--- config.mk ---
export PLATFORM = sky130hd
export DESIGN_NAME = mc_control_fsm
export DESIGN_NICKNAME = d
export VERILOG_FILES = /design/src/rtl/mc_control_fsm.sv
export SDC_FILE = /design/constraint.sdc
export NUM_CORES = 1
export LEC_CHECK = 0
export BUFFER_PORTS_ARGS = -buffer_cell sky130_fd_sc_hd__buf_4
export CAP_MARGIN = 30
export CORE_MARGIN = 2
export CORE_UTILIZATION = 30
export CTS_BUF_LIST = sky130_fd_sc_hd__clkbuf_4
export DETAILED_ROUTE_END_ITERATION = 10
export PLACE_DENSITY = 0.57
export SETUP_SLACK_MARGIN = 0.5
export SLEW_MARGIN = 15
export SYNTH_ARGS = -nofsm -noshare
export SYNTH_HDL_FRONTEND = slang
export SYNTH_SLANG_ARGS = --single-unit
--- constraint.sdc ---
create_clock -name clk -period 1.6 [get_ports clk]
set_input_delay 0 -clock clk [delete_from_list [all_inputs] [get_ports clk]]
set_output_delay 0 -clock clk [all_outputs]
set_load 0.005 [all_outputs]
--- src/rtl/mc_control_fsm.sv ---
// Multicycle control FSM: fetch/decode/execute/memory/writeback sequencing.
// Optional macro ILLEGAL_OP_TRAP_EN: unlisted opcodes halt with Trap=1.
module mc_control_fsm (
  input  logic       clk,
  input  logic       Reset,
  input  logic [5:0] Opcode,
  input  logic [5:0] Func,
  input  logic       Zero,
  output logic       PC_LdEn,
  output logic       PC_sel,
  output logic       IR_LdEn,
  output logic       RF_WrEn,
  output logic       RF_WrData_sel,
  output logic       RF_B_sel,
  output logic       ALU_Bin_sel,
  output logic [3:0] ALU_func,
  output logic [1:0] ImmExt,
  output logic       MEM_WrEn,
  output logic       ByteOp,
  output logic       Busy
`ifdef ILLEGAL_OP_TRAP_EN
  ,
  output logic       Trap
`endif
);

  localparam logic [3:0] ALU_ADD = 4'b0000;
  localparam logic [3:0] ALU_SUB = 4'b0001;
  localparam logic [3:0] ALU_AND = 4'b0010;
  localparam logic [3:0] ALU_OR  = 4'b0011;

  localparam logic [3:0] S_FETCH  = 4'd0;
  localparam logic [3:0] S_DECODE = 4'd1;
  localparam logic [3:0] S_EXEC_R = 4'd2;
  localparam logic [3:0] S_EXEC_I = 4'd3;
  localparam logic [3:0] S_ADDR   = 4'd4;
  localparam logic [3:0] S_MEM_RD = 4'd5;
  localparam logic [3:0] S_MEM_WR = 4'd6;
  localparam logic [3:0] S_WB_ALU = 4'd7;
  localparam logic [3:0] S_WB_MEM = 4'd8;
  localparam logic [3:0] S_BRANCH = 4'd9;
`ifdef ILLEGAL_OP_TRAP_EN
  localparam logic [3:0] S_HALT   = 4'd10;
`endif

  localparam logic [5:0] OP_R    = 6'b100000;
  localparam logic [5:0] OP_LI   = 6'b111000;
  localparam logic [5:0] OP_LUI  = 6'b111001;
  localparam logic [5:0] OP_ADDI = 6'b110000;
  localparam logic [5:0] OP_ANDI = 6'b110010;
  localparam logic [5:0] OP_ORI  = 6'b110011;
  localparam logic [5:0] OP_B    = 6'b111111;
  localparam logic [5:0] OP_BEQ  = 6'b000000;
  localparam logic [5:0] OP_BNE  = 6'b000001;
  localparam logic [5:0] OP_LB   = 6'b000011;
  localparam logic [5:0] OP_SB   = 6'b000111;
  localparam logic [5:0] OP_LW   = 6'b001111;
  localparam logic [5:0] OP_SW   = 6'b011111;

  logic [3:0] state;
  logic [3:0] next;

  logic is_r, is_li, is_lui, is_addi;
  logic is_andi, is_ori, is_b;
  logic is_beq, is_bne;
  logic is_lb, is_sb, is_lw, is_sw;
  logic is_imm, is_load, is_store, is_cbr;
  logic func_unused;

  logic [3:0] imm_func;
  logic [1:0] imm_ext;

  assign is_r    = (Opcode == OP_R);
  assign is_li   = (Opcode == OP_LI);
  assign is_lui  = (Opcode == OP_LUI);
  assign is_addi = (Opcode == OP_ADDI);
  assign is_andi = (Opcode == OP_ANDI);
  assign is_ori  = (Opcode == OP_ORI);
  assign is_b    = (Opcode == OP_B);
  assign is_beq  = (Opcode == OP_BEQ);
  assign is_bne  = (Opcode == OP_BNE);
  assign is_lb   = (Opcode == OP_LB);
  assign is_sb   = (Opcode == OP_SB);
  assign is_lw   = (Opcode == OP_LW);
  assign is_sw   = (Opcode == OP_SW);

  assign is_imm   = is_li | is_lui | is_addi
                  | is_andi | is_ori;
  assign is_load  = is_lb | is_lw;
  assign is_store = is_sb | is_sw;
  assign is_cbr   = is_beq | is_bne;

  // Only the low nibble of Func selects the ALU op.
  assign func_unused = ^Func[5:4];

  assign imm_func = is_andi ? ALU_AND
                  : is_ori  ? ALU_OR
                  : ALU_ADD;
  assign imm_ext  = is_lui             ? 2'b10
                  : (is_andi | is_ori) ? 2'b01
                  : 2'b00;

  always_ff @(posedge clk) begin
    if (Reset) state <= S_FETCH;
    else       state <= next;
  end

  always_comb begin
    next = S_FETCH;
    unique case (state)
      S_FETCH: next = S_DECODE;
      S_DECODE: begin
        unique case (1'b1)
          is_r:                next = S_EXEC_R;
          is_imm:              next = S_EXEC_I;
          is_load | is_store:  next = S_ADDR;
          is_cbr:              next = S_BRANCH;
          is_b:                next = S_FETCH;
`ifdef ILLEGAL_OP_TRAP_EN
          default:             next = S_HALT;
`else
          default:             next = S_FETCH;
`endif
        endcase
      end
      S_EXEC_R: next = S_WB_ALU;
      S_EXEC_I: next = S_WB_ALU;
      S_ADDR:   next = is_load ? S_MEM_RD
                               : S_MEM_WR;
      S_MEM_RD: next = S_WB_MEM;
      S_WB_ALU: next = S_FETCH;
      S_WB_MEM: next = S_FETCH;
      S_MEM_WR: next = S_FETCH;
      S_BRANCH: next = S_FETCH;
`ifdef ILLEGAL_OP_TRAP_EN
      S_HALT:   next = S_HALT;
`endif
      default:  next = S_FETCH;
    endcase
  end

  // Everything is forced low while Reset is high, whatever the state.
  always_comb begin
    PC_LdEn       = 1'b0;
    PC_sel        = 1'b0;
    IR_LdEn       = 1'b0;
    RF_WrEn       = 1'b0;
    RF_WrData_sel = 1'b0;
    RF_B_sel      = 1'b0;
    ALU_Bin_sel   = 1'b0;
    ALU_func      = ALU_ADD;
    ImmExt        = 2'b00;
    MEM_WrEn      = 1'b0;
    ByteOp        = 1'b0;
    Busy          = 1'b0;
`ifdef ILLEGAL_OP_TRAP_EN
    Trap          = 1'b0;
`endif
    if (!Reset) begin
      Busy = (state != S_FETCH);
      unique case (state)
        S_FETCH: IR_LdEn = 1'b1;
        S_DECODE: begin
          RF_B_sel = ~is_r;
          if (is_b) begin
            PC_LdEn = 1'b1;
            PC_sel  = 1'b1;
          end
`ifndef ILLEGAL_OP_TRAP_EN
          if (!(is_r | is_imm | is_load
                | is_store | is_cbr | is_b))
            PC_LdEn = 1'b1;
`endif
        end
        S_EXEC_R: ALU_func = Func[3:0];
        S_EXEC_I: begin
          ALU_Bin_sel = 1'b1;
          ALU_func    = imm_func;
          ImmExt      = imm_ext;
        end
        S_ADDR: ALU_Bin_sel = 1'b1;
        S_MEM_RD: ByteOp = is_lb;
        S_MEM_WR: begin
          MEM_WrEn = 1'b1;
          ByteOp   = is_sb;
          PC_LdEn  = 1'b1;
        end
        S_WB_ALU: begin
          RF_WrEn     = 1'b1;
          PC_LdEn     = 1'b1;
          ALU_Bin_sel = ~is_r;
          ALU_func    = is_r ? Func[3:0]
                             : imm_func;
          ImmExt      = is_r ? 2'b00 : imm_ext;
        end
        S_WB_MEM: begin
          RF_WrEn       = 1'b1;
          RF_WrData_sel = 1'b1;
          PC_LdEn       = 1'b1;
        end
        S_BRANCH: begin
          ALU_func = ALU_SUB;
          ImmExt   = 2'b11;
          PC_LdEn  = 1'b1;
          PC_sel   = is_beq ? Zero : ~Zero;
        end
`ifdef ILLEGAL_OP_TRAP_EN
        S_HALT: Trap = 1'b1;
`endif
        default: Busy = 1'b1;
      endcase
    end
  end

endmodule

==> impl_metrics.toml, run 1 <==
[synthesis]
async_reset_ff_share_pct = 0
yosys.cell_types.count = 40
synth.area.top_cells = "dfxtp_1 (12%), nand2b_1 (8.1%), nor2_1 (7.0%), a211oi_1 (5.4%), nor3_1 (4.3%)"
synth_common_cells = "nor2_1 (13), nand2b_1 (9), clkbuf_1 (8)"
ys_seq_elements = 4
yosysMostFrequentCell = "nor2_1"
yosysWarnings = 0
synth_edf_count = 0
synth_area_per_cell_sq_um = 6.37
seq_area_frac_synth_pct = 11.5
yosysTopAreaCell = "dfxtp_1"
netlist_area_sq_um = 694
synth_cells = 109
synth_ff_type = "dfxtp_1"
yosys.area.top_type_share_pct = 11.5
syn_nets = 124

[clocking]
clock_latency_ns = 0.24
cts_max_level = 1
cts_root_buf = "clkbuf_4"
cts_hold_buf = 0
cts_max_path_buffers = 2
cts_buffers = 3
clkSinkCount = 4
tritoncts = "yes"
path_clk_slew_ns = 0.04

[timing]
period_share_pct = 106
setup_slack_ns = -0.0992
tightest_slew_ns = 0.567
tns_ns = -0.253
setup-violations-final = 4
fmax_mhz = 588
hold_viol = 0
finalCriticalPeriod_ns = 1.70
fin_skew_ns = 0.000296
timing.final.max_slew_violations = 0
max_slew_margin_pct = 61.2
rsz0062_at_grt = "yes"
hold_ws_ns = 0.209

[global_route]
track_usage_pct = 23.0
grt_max_degree = 16
grt_pass1_vias = 965
grt_pass1_wl_um = 4670
antenna_found_initial = 0
grt.overflow.total = 0

[final_layout]
area_growth_pct = 115
drive_above_1_share_pct = 62.8
reg_top3 = "state x4"
nNetsFinal = 181
fillers = 167
largest_register_ffs = 4
diodes = 0
largest-register = "state"

[worst_setup_path]
worstPathRequired_ns = 1.60
cpMaxStageDelayCell = "or4_4"
max_stage_delay_ns = 0.49
cp_data_arrival_time_ns = 1.70
crit_type = "reg2out"
critPathBufInv = 1
crit_path_start_kind = "register"
cp_top_family = "simple AND/OR/NAND/NOR gates"
worstPathMaxFanout = 2
cp-end-kind = "output pin"
crit_path_cell_trace = "or2_4, or4_4, o32ai_2, buf_4"
rrSetupSlack_ns = 0.18

[detailed_routing]
drtAntennaViolNets = 0
routedWlPerCell_um = 17.1
wl_met1_um = 1330
via_per_inst = 5.88
dr_wl_met2_um = 1720
drtPass1Iterations = 4
drt-total-wl_um = 3280
routed.top_layer = "met4"
vias = 1128
route.met3.wl_um = 203
drcViolationCount = 0
drt-initial-drc-count = 32

[power]
p_per_area_mw_per_mm2 = 481
leakagePower_uw = 0.000639
peakVddDrop_v = 0.000392

[placed_design]
gp_congestion = 0.816
port_buffers = 28
hpwl_um = 1810

[floorplan]
std_cell_rows = 17
initial_core_util_pct = 31.7
io_pins = 31
core_area_sq_mm = 0.00219
die_y_um = 52.1
die_x_um = 52.1
dieArea_sq_mm = 0.00272

[min_path]
hold_class = "in2reg"

[run_status]
status = "finished with violations"
violations = "setup timing"

[flow_run]
drv_cap = 0
per-stage QoR:
stage                     power (uW)  cells  util (%)  area (sq um)  setup slack, ns
after global routing             754    192      68.2          1490           -0.134
after detailed placement         379    165      44.8           981            0.103
final                            718    192      68.2          1490          -0.0992
after CTS                        650    180      60.2          1320          -0.0897
after floorplan                  273    109         -           719            0.188
after global placement           379    165      44.8           981            0.102
cells in the final DEF (no fill, tap or decap), types with 2 or more instances in the layout:
| cell | count |
|---|---|
| buf_8 | 4 |
| or4_4 | 2 |
| a211oi_1 | 2 |
| nand2_4 | 2 |
| nand2_1 | 3 |
| nand2b_1 | 6 |
| buf_4 | 41 |
| dfxtp_2 | 3 |
| and3_1 | 3 |
| a31oi_1 | 3 |
| nor4_4 | 2 |
| nand4_1 | 2 |
| nand3b_1 | 2 |
| a21oi_2 | 4 |
| nor2_4 | 5 |
| nor3_1 | 4 |
| a211oi_2 | 3 |
| and4b_1 | 2 |
| nand2b_4 | 3 |
| buf_6 | 17 |
| inv_1 | 5 |
| nor2_1 | 8 |
| o21ai_0 | 4 |
| clkbuf_4 | 3 |
| nand3_1 | 3 |
| nor2b_4 | 2 |
repair_timing:
item / CTS / global route
setup endpoints to repair: 19 / 20
pin swaps: 18 / 13
resized for setup: 55 / 20
buffers inserted: 12 / 12
metal layers:
| layer | vias to the layer above | global-route usage [%] |
|---|---|---|
| li1 | 519 | - |
| met1 | 547 | 30.4 |
| met2 | 56 | 40.1 |
| met3 | 6 | 1.44 |
| met4 | 0 | 5.70 |
| met5 | - | 0 |
cell families after synthesis:
group	after synthesis	synth area share, %
simple gates	61	50.8
flops	4	11.5
compound gates	27	26.5
xor+xnor	1	1.26
buf+inv	16	9.91
final cells by class:
class	count	area (sq um)	share of cell area (%)
multi-input cells	89	767	51.3
repair buffers	62	559	37.4
flip-flops and latches	4	87.6	5.86
well taps	28	35.0	2.35
clock buffers	3	22.5	1.51
inverters	6	22.5	1.51
path summary, 6_finish.rpt:
| kind | start | to | cells after the start |
|---|---|---|---|
| worst max-delay path | state[3] | PC_LdEn | 4 |
| worst min-delay path | Opcode[5] | state[0] | 4 |
| worst max register to register | state[2] | state[1] | 7 |
| worst min register to register | state[0] | state[3] | 3 |
worst reg2reg max path: stages, from the launching register on:
cell and delay, ns:
dfxtp_4 0.36, buf_6 0.12, buf_6 0.12, buf_8 0.13, nor2_4 0.12, and4b_1 0.20
nand3_1 0.08, a31oi_1 0.19
report_power, final:
part           internal (uW)  leakage [uW]  switching, uW
Clock                   84.3     0.0000138           47.0
Combinational            246      0.000590            218
Sequential               112     0.0000346           12.2
No activity file was read; power rests on OpenSTA's default activity.
==> run 2: changes to the inputs <==
==> constraint.sdc (replaced) <==
create_clock -name clk -period 1.6 [get_ports clk]
set_input_delay 0 -clock clk [delete_from_list [all_inputs] [get_ports clk]]
set_output_delay 0 -clock clk [all_outputs]
set_load 0.1 [all_outputs]
==> impl_metrics.toml, run 2 (same netlist as run 1, synthesis figures left out) <==
[run_status]
status = "finished with violations"
violations = "setup timing"

[detailed_routing]
drt-total-wl_um = 3560
vias = 1157
drtAntennaViolNets = 0
drcViolationCount = 0
drtPass1Iterations = 5
via_per_inst = 5.90
routedWlPerCell_um = 18.2
drt-initial-drc-count = 31

[clocking]
cts_max_path_buffers = 2
cts_root_buf = "clkbuf_4"
clock_latency_ns = 0.24
path_clk_slew_ns = 0.04
cts_max_level = 1
tritoncts = "yes"
cts_buffers = 3
clkSinkCount = 4
cts_hold_buf = 0

[worst_setup_path]
worstPathMaxFanout = 5
crit_type = "reg2out"
cp_data_arrival_time_ns = 1.80
cp-end-kind = "output pin"
worstPathRequired_ns = 1.60
crit_path_start_kind = "register"
rrSetupSlack_ns = 0.26

[flow_run]
drv_cap = 0

[floorplan]
die_x_um = 52.1
dieArea_sq_mm = 0.00272
core_area_sq_mm = 0.00219
initial_core_util_pct = 31.7
std_cell_rows = 17
die_y_um = 52.1
io_pins = 31

[placed_design]
place_inst = 181
port_buffers = 28
place_area_sq_mm = 0.00124
hpwl_um = 2170
gp_congestion = 0.873

[final_layout]
utilization_pct = 80.9
fillers = 128
reg_top3 = "state x4"
final_cell_mix = "buf_4 (34), buf_6 (16), buf_12 (14)"
multiInputGateArea_sq_um = 853
area_growth_pct = 155
nNetsFinal = 185
drive_above_1_share_pct = 67.9
largest-register = "state"
fin_cells = 196
largest_register_ffs = 4
regArea_sq_um = 90.1
diodes = 0
final_area_sq_mm = 0.00177
final_common_cell = "buf_4"

[power]
peakVddDrop_v = 0.000375
p_total_uw = 918
comb_power_share_pct = 70.9
netSwitchingFraction_pct = 47.9
p_per_area_mw_per_mm2 = 518
p_clk_share_pct = 14.9
p_int_uw = 478
leakagePower_uw = 0.000699
switchingPower_uw = 440
p_seq_share_pct = 14.2

[global_route]
grt_pass1_vias = 1125
grt_pass1_wl_um = 5160
grt.overflow.total = 0
antenna_found_initial = 0
grt_max_degree = 12
track_usage_pct = 25.2

[min_path]
hold_class = "in2reg"

[timing]
max_slew_margin_pct = 67.6
setup-violations-final = 7
tns_ns = -0.857
finalCriticalPeriod_ns = 1.80
fin_skew_ns = 0.000377
hold_viol = 0
tightest_slew_ns = 0.483
setup_slack_ns = -0.202
period_share_pct = 113
fmax_mhz = 555
timing.final.max_slew_violations = 0
rsz0062_at_grt = "yes"
[run 2: power groups by stage]
| stage | combinational [uW] | clock, uW | sequential (uW) |
|---|---|---|---|
| global route | 678 | 143 | 132 |
| CTS | 590 | 139 | 130 |
| finish | 651 | 137 | 131 |
| floorplan | 342 | 0 | 124 |
| global placement | 470 | 0 | 125 |
| detailed placement | 472 | 0 | 125 |
[run 2: metrics by stage]
step | setup slack (ns) | hold WS [ns]
floorplan | -0.447 | 0.236
global placement | -0.0522 | 0.386
detailed placement | -0.0468 | 0.369
CTS | -0.163 | 0.110
global route | -0.245 | 0.156
finish | -0.202 | 0.118
[run 2: worst paths after layout]
check,start,end,cells after the start
hold reg to reg,state[0],state[3],2
setup / recovery,state[3],ALU_func[1],7
setup reg to reg,state[3],state[1],7
hold / removal,Opcode[3],state[3],4
[run 2: layout make-up]
class,count,area share [%]
multi-input combinational,89,48.2
tap,28,1.98
sequential,4,5.08
clock buffer,3,1.27
inverter,6,1.41
timing repair buffer,66,42.1
[run 2: worst max-delay path, stage by stage, from the launching register on]
cell	delay, ns
dfxtp_2	0.31
buf_4	0.13
buf_8	0.13
nor2b_4	0.16
nand4_1	0.15
buf_4	0.20
a211oi_4	0.27
buf_12	0.21
[run 2: metal layers]
layer | track usage [%] | wire [um]
met1 | 30.7 | 1400
met2 | 45.1 | 1870
met4 | 10.5 | 74
met3 | 1.44 | 212
met5 | 0 | 0
[run 2: what timing repair did]
| item | CTS | global route |
|---|---|---|
| pin swaps | 8 | 16 |
| endpoints found under the setup margin | 19 | 19 |
| resized for setup | 79 | 17 |
| setup buffers | 4 | 8 |
==> run 3: changes to the inputs <==
--- a/config.mk
+++ b/config.mk
@@ -8,10 +8,10 @@
 export BUFFER_PORTS_ARGS = -buffer_cell sky130_fd_sc_hd__buf_4
 export CAP_MARGIN = 30
 export CORE_MARGIN = 2
-export CORE_UTILIZATION = 30
+export CORE_UTILIZATION = 45
 export CTS_BUF_LIST = sky130_fd_sc_hd__clkbuf_4
 export DETAILED_ROUTE_END_ITERATION = 10
-export PLACE_DENSITY = 0.57
+export PLACE_DENSITY = 0.79
 export SETUP_SLACK_MARGIN = 0.5
 export SLEW_MARGIN = 15
 export SYNTH_ARGS = -nofsm -noshare
==> impl_metrics.toml, run 3 <==
[synthesis]
yosys.cell_types.count = 40
async_reset_ff_share_pct = 0
synth.area.top_cells = "dfxtp_1 (12%), nand2b_1 (8.1%), nor2_1 (7.0%), a211oi_1 (5.4%), nor3_1 (4.3%)"
yosys.area.top_type_share_pct = 11.5
synth_cells = 109
yosysTopAreaCell = "dfxtp_1"
seq_area_frac_synth_pct = 11.5
yosysMostFrequentCell = "nor2_1"
synth_common_cells = "nor2_1 (13), nand2b_1 (9), clkbuf_1 (8)"
synth_area_per_cell_sq_um = 6.37
synth_edf_count = 0
netlist_area_sq_um = 694
yosysWarnings = 0
syn_nets = 124
ys_seq_elements = 4
synth_ff_type = "dfxtp_1"

[clocking]
clkSinkCount = 4
ctsResizeCount = 87
cts_max_path_buffers = 2
post-cts-setup-buffers = 10
cts_root_buf = "clkbuf_4"
cts_hold_buf = 0
cts_buffers = 3
cts_max_level = 1

[floorplan]
die_x_um = 43.3
die_y_um = 43.3
initial_core_util_pct = 47.2
std_cell_rows = 14
io_pins = 31

[placed_design]
place_area_sq_mm = 0.00120
port_buffers = 28
gp_congestion = 0.930
hpwl_um = 2170

[run_status]
error = "[ERROR DPL-0038] Utilization greater than 100%, impossible to legalize"
lastStage = "4_1_cts"
status = "stopped before the end"
run 3: logic make-up after synthesis:
group / share of synthesized area, %
AND/OR/NAND/NOR: 50.8
XOR/XNOR: 1.26
AO/OA/AOI/OAI: 26.5
buffers and inverters: 9.91
flip-flops: 11.5
run 3: stage by stage:
stage / worst slack (ns) / std cells / TNS [ns] / hold WS [ns] / util, %
detailed placement: -0.0298 / 165 / -0.0869 / 0.391 / 81.5
global placement: -0.0282 / 165 / -0.0378 / 0.383 / 81.5
floorplan: -0.447 / 109 / -0.966 / 0.236 / -
==> run 4: changes to the inputs <==
--- a/config.mk
+++ b/config.mk
@@ -7,12 +7,10 @@
 export LEC_CHECK = 0
 export BUFFER_PORTS_ARGS = -buffer_cell sky130_fd_sc_hd__buf_4
 export CAP_MARGIN = 30
-export CORE_MARGIN = 2
-export CORE_UTILIZATION = 45
-export CTS_BUF_LIST = sky130_fd_sc_hd__clkbuf_4
+export CORE_AREA = 2 2 63 65
 export DETAILED_ROUTE_END_ITERATION = 10
-export PLACE_DENSITY = 0.79
-export SETUP_SLACK_MARGIN = 0.5
+export DIE_AREA = 0 0 65 67
+export PLACE_DENSITY_LB_ADDON = 0.15
 export SLEW_MARGIN = 15
 export SYNTH_ARGS = -nofsm -noshare
 export SYNTH_HDL_FRONTEND = slang
==> impl_metrics.toml, run 4 (same netlist as run 1, synthesis figures left out) <==
[global_route]
track_usage_pct = 14.5
grt_pass1_vias = 1017
grt_use_met2_pct = 24.9
grt_use_met1_pct = 19.6
grt_max_degree = 16
met3_usage_pct = 2.87
busiest_layer = "met2"
grt.overflow.total = 0
antenna_found_initial = 0
grt_pass1_wl_um = 4940

[placed_design]
gp_congestion = 0.749
port_buffers = 28
hpwl_um = 2270
place_inst = 203
post-place-ws_ns = -0.0350

[final_layout]
nNetsFinal = 176
largest-register = "state"
area_growth_pct = 112
reg_top3 = "state x4"
diodes = 0
fin_cells = 207
final_common_cell = "buf_4"
largest_register_ffs = 4
final_cell_mix = "buf_4 (42), nor2_1 (9), buf_6 (9)"
drive_above_1_share_pct = 57.9

[clocking]
clkSinkCount = 4
cts_max_level = 1
path_clk_slew_ns = 0.03
clock_latency_ns = 0.21
cts_hold_buf = 0
cts_root_buf = "clkbuf_8"
tritoncts = "yes"
cts_buffers = 3
cts_max_path_buffers = 2

[worst_setup_path]
crit_type = "reg2out"
worstPathMaxFanout = 4
cpMaxStageDelayCell = "or4_4"
max_stage_delay_ns = 0.51
crit_path_cell_trace = "nand2b_4, or4_4, o32ai_4, buf_12"
cp_data_arrival_time_ns = 1.70
critPathBufInv = 1
worstPathRequired_ns = 1.60
crit_path_start_kind = "register"
cp-end-kind = "output pin"
cp_top_family = "simple AND/OR/NAND/NOR gates"

[detailed_routing]
vias = 1005
drcViolationCount = 0
drt-total-wl_um = 2840
drtAntennaViolNets = 0
routedWlPerCell_um = 13.7
drt-initial-drc-count = 37
drtPass1Iterations = 4
via_per_inst = 4.86

[run_status]
status = "finished with violations"
violations = "setup timing"

[timing]
tightest_slew_ns = 0.362
hold_ws_ns = 0.237
fin_skew_ns = 0.00255
timing.final.max_slew_violations = 0
period_share_pct = 106
fmax_mhz = 587
tns_ns = -0.117
max_slew_margin_pct = 75.2
finalCriticalPeriod_ns = 1.70
setup_slack_ns = -0.103
hold_viol = 0
rsz0062_at_grt = "yes"
setup-violations-final = 2

[floorplan]
die_y_um = 67
core_area_sq_mm = 0.00361
dieArea_sq_mm = 0.00436
initial_core_util_pct = 19.3
die_x_um = 65
std_cell_rows = 22
io_pins = 31

[min_path]
hold_class = "in2reg"

[power]
p_per_area_mw_per_mm2 = 581
leakagePower_uw = 0.000601
peakVddDrop_v = 0.000780
p_total_uw = 857

[flow_run]
drv_cap = 0
run 4: metal layers:
layer	vias to the layer above	wire (um)
met3	0	76
met4	0	0
met5	-	0
li1	510	-
met2	16	1420
met1	479	1340
run 4: worst min-delay path: cells and delay by family:
| kind | cells | cell delay [ns] |
|---|---|---|
| and+or+nand+nor | 2 | 0.17 |
| buffers and inverters | 1 | 0.17 |
| AOI/OAI and AO/OA | 1 | 0.06 |
run 4: layout make-up:
class,count,area (sq um)
Sequential cell,4,90.1
Timing Repair Buffer,57,527
Multi-Input combinational cell,89,734
Inverter,6,22.5
Tap cell,48,60.1
Clock buffer,3,41.3
Fill cell,373,2130
run 4: metrics by stage:
step	util (%)	area (sq um)
final	40.9	1480
after global routing	40.9	1480
after CTS	38.5	1390
after detailed placement	34.6	1250
after global placement	34.6	1250
after floorplan	-	820
run 4: power by group:
part | switching, uW | leakage (uW) | internal (uW)
clock network | 48.1 | 0.0000216 | 160
logic | 314 | 0.000544 | 207
registers | 15.7 | 0.0000349 | 112
run 4: path summary, 6_finish.rpt:
kind             start       end  slack [ns]  cells after the start
max reg2reg   state[2]  state[1]        0.26                      5
max           state[1]   PC_LdEn       -0.10                      4
min          Opcode[5]  state[0]        0.24                      4
min reg2reg   state[0]  state[3]        0.66                      3
run 4: timing repair:
| action | CTS | global route |
|---|---|---|
| pin swaps | 3 | 6 |
| buffers inserted | 1 | 0 |
| cloned | 0 | 0 |
| resized for setup | 26 | 20 |
| setup endpoints to repair | 9 | 10 |
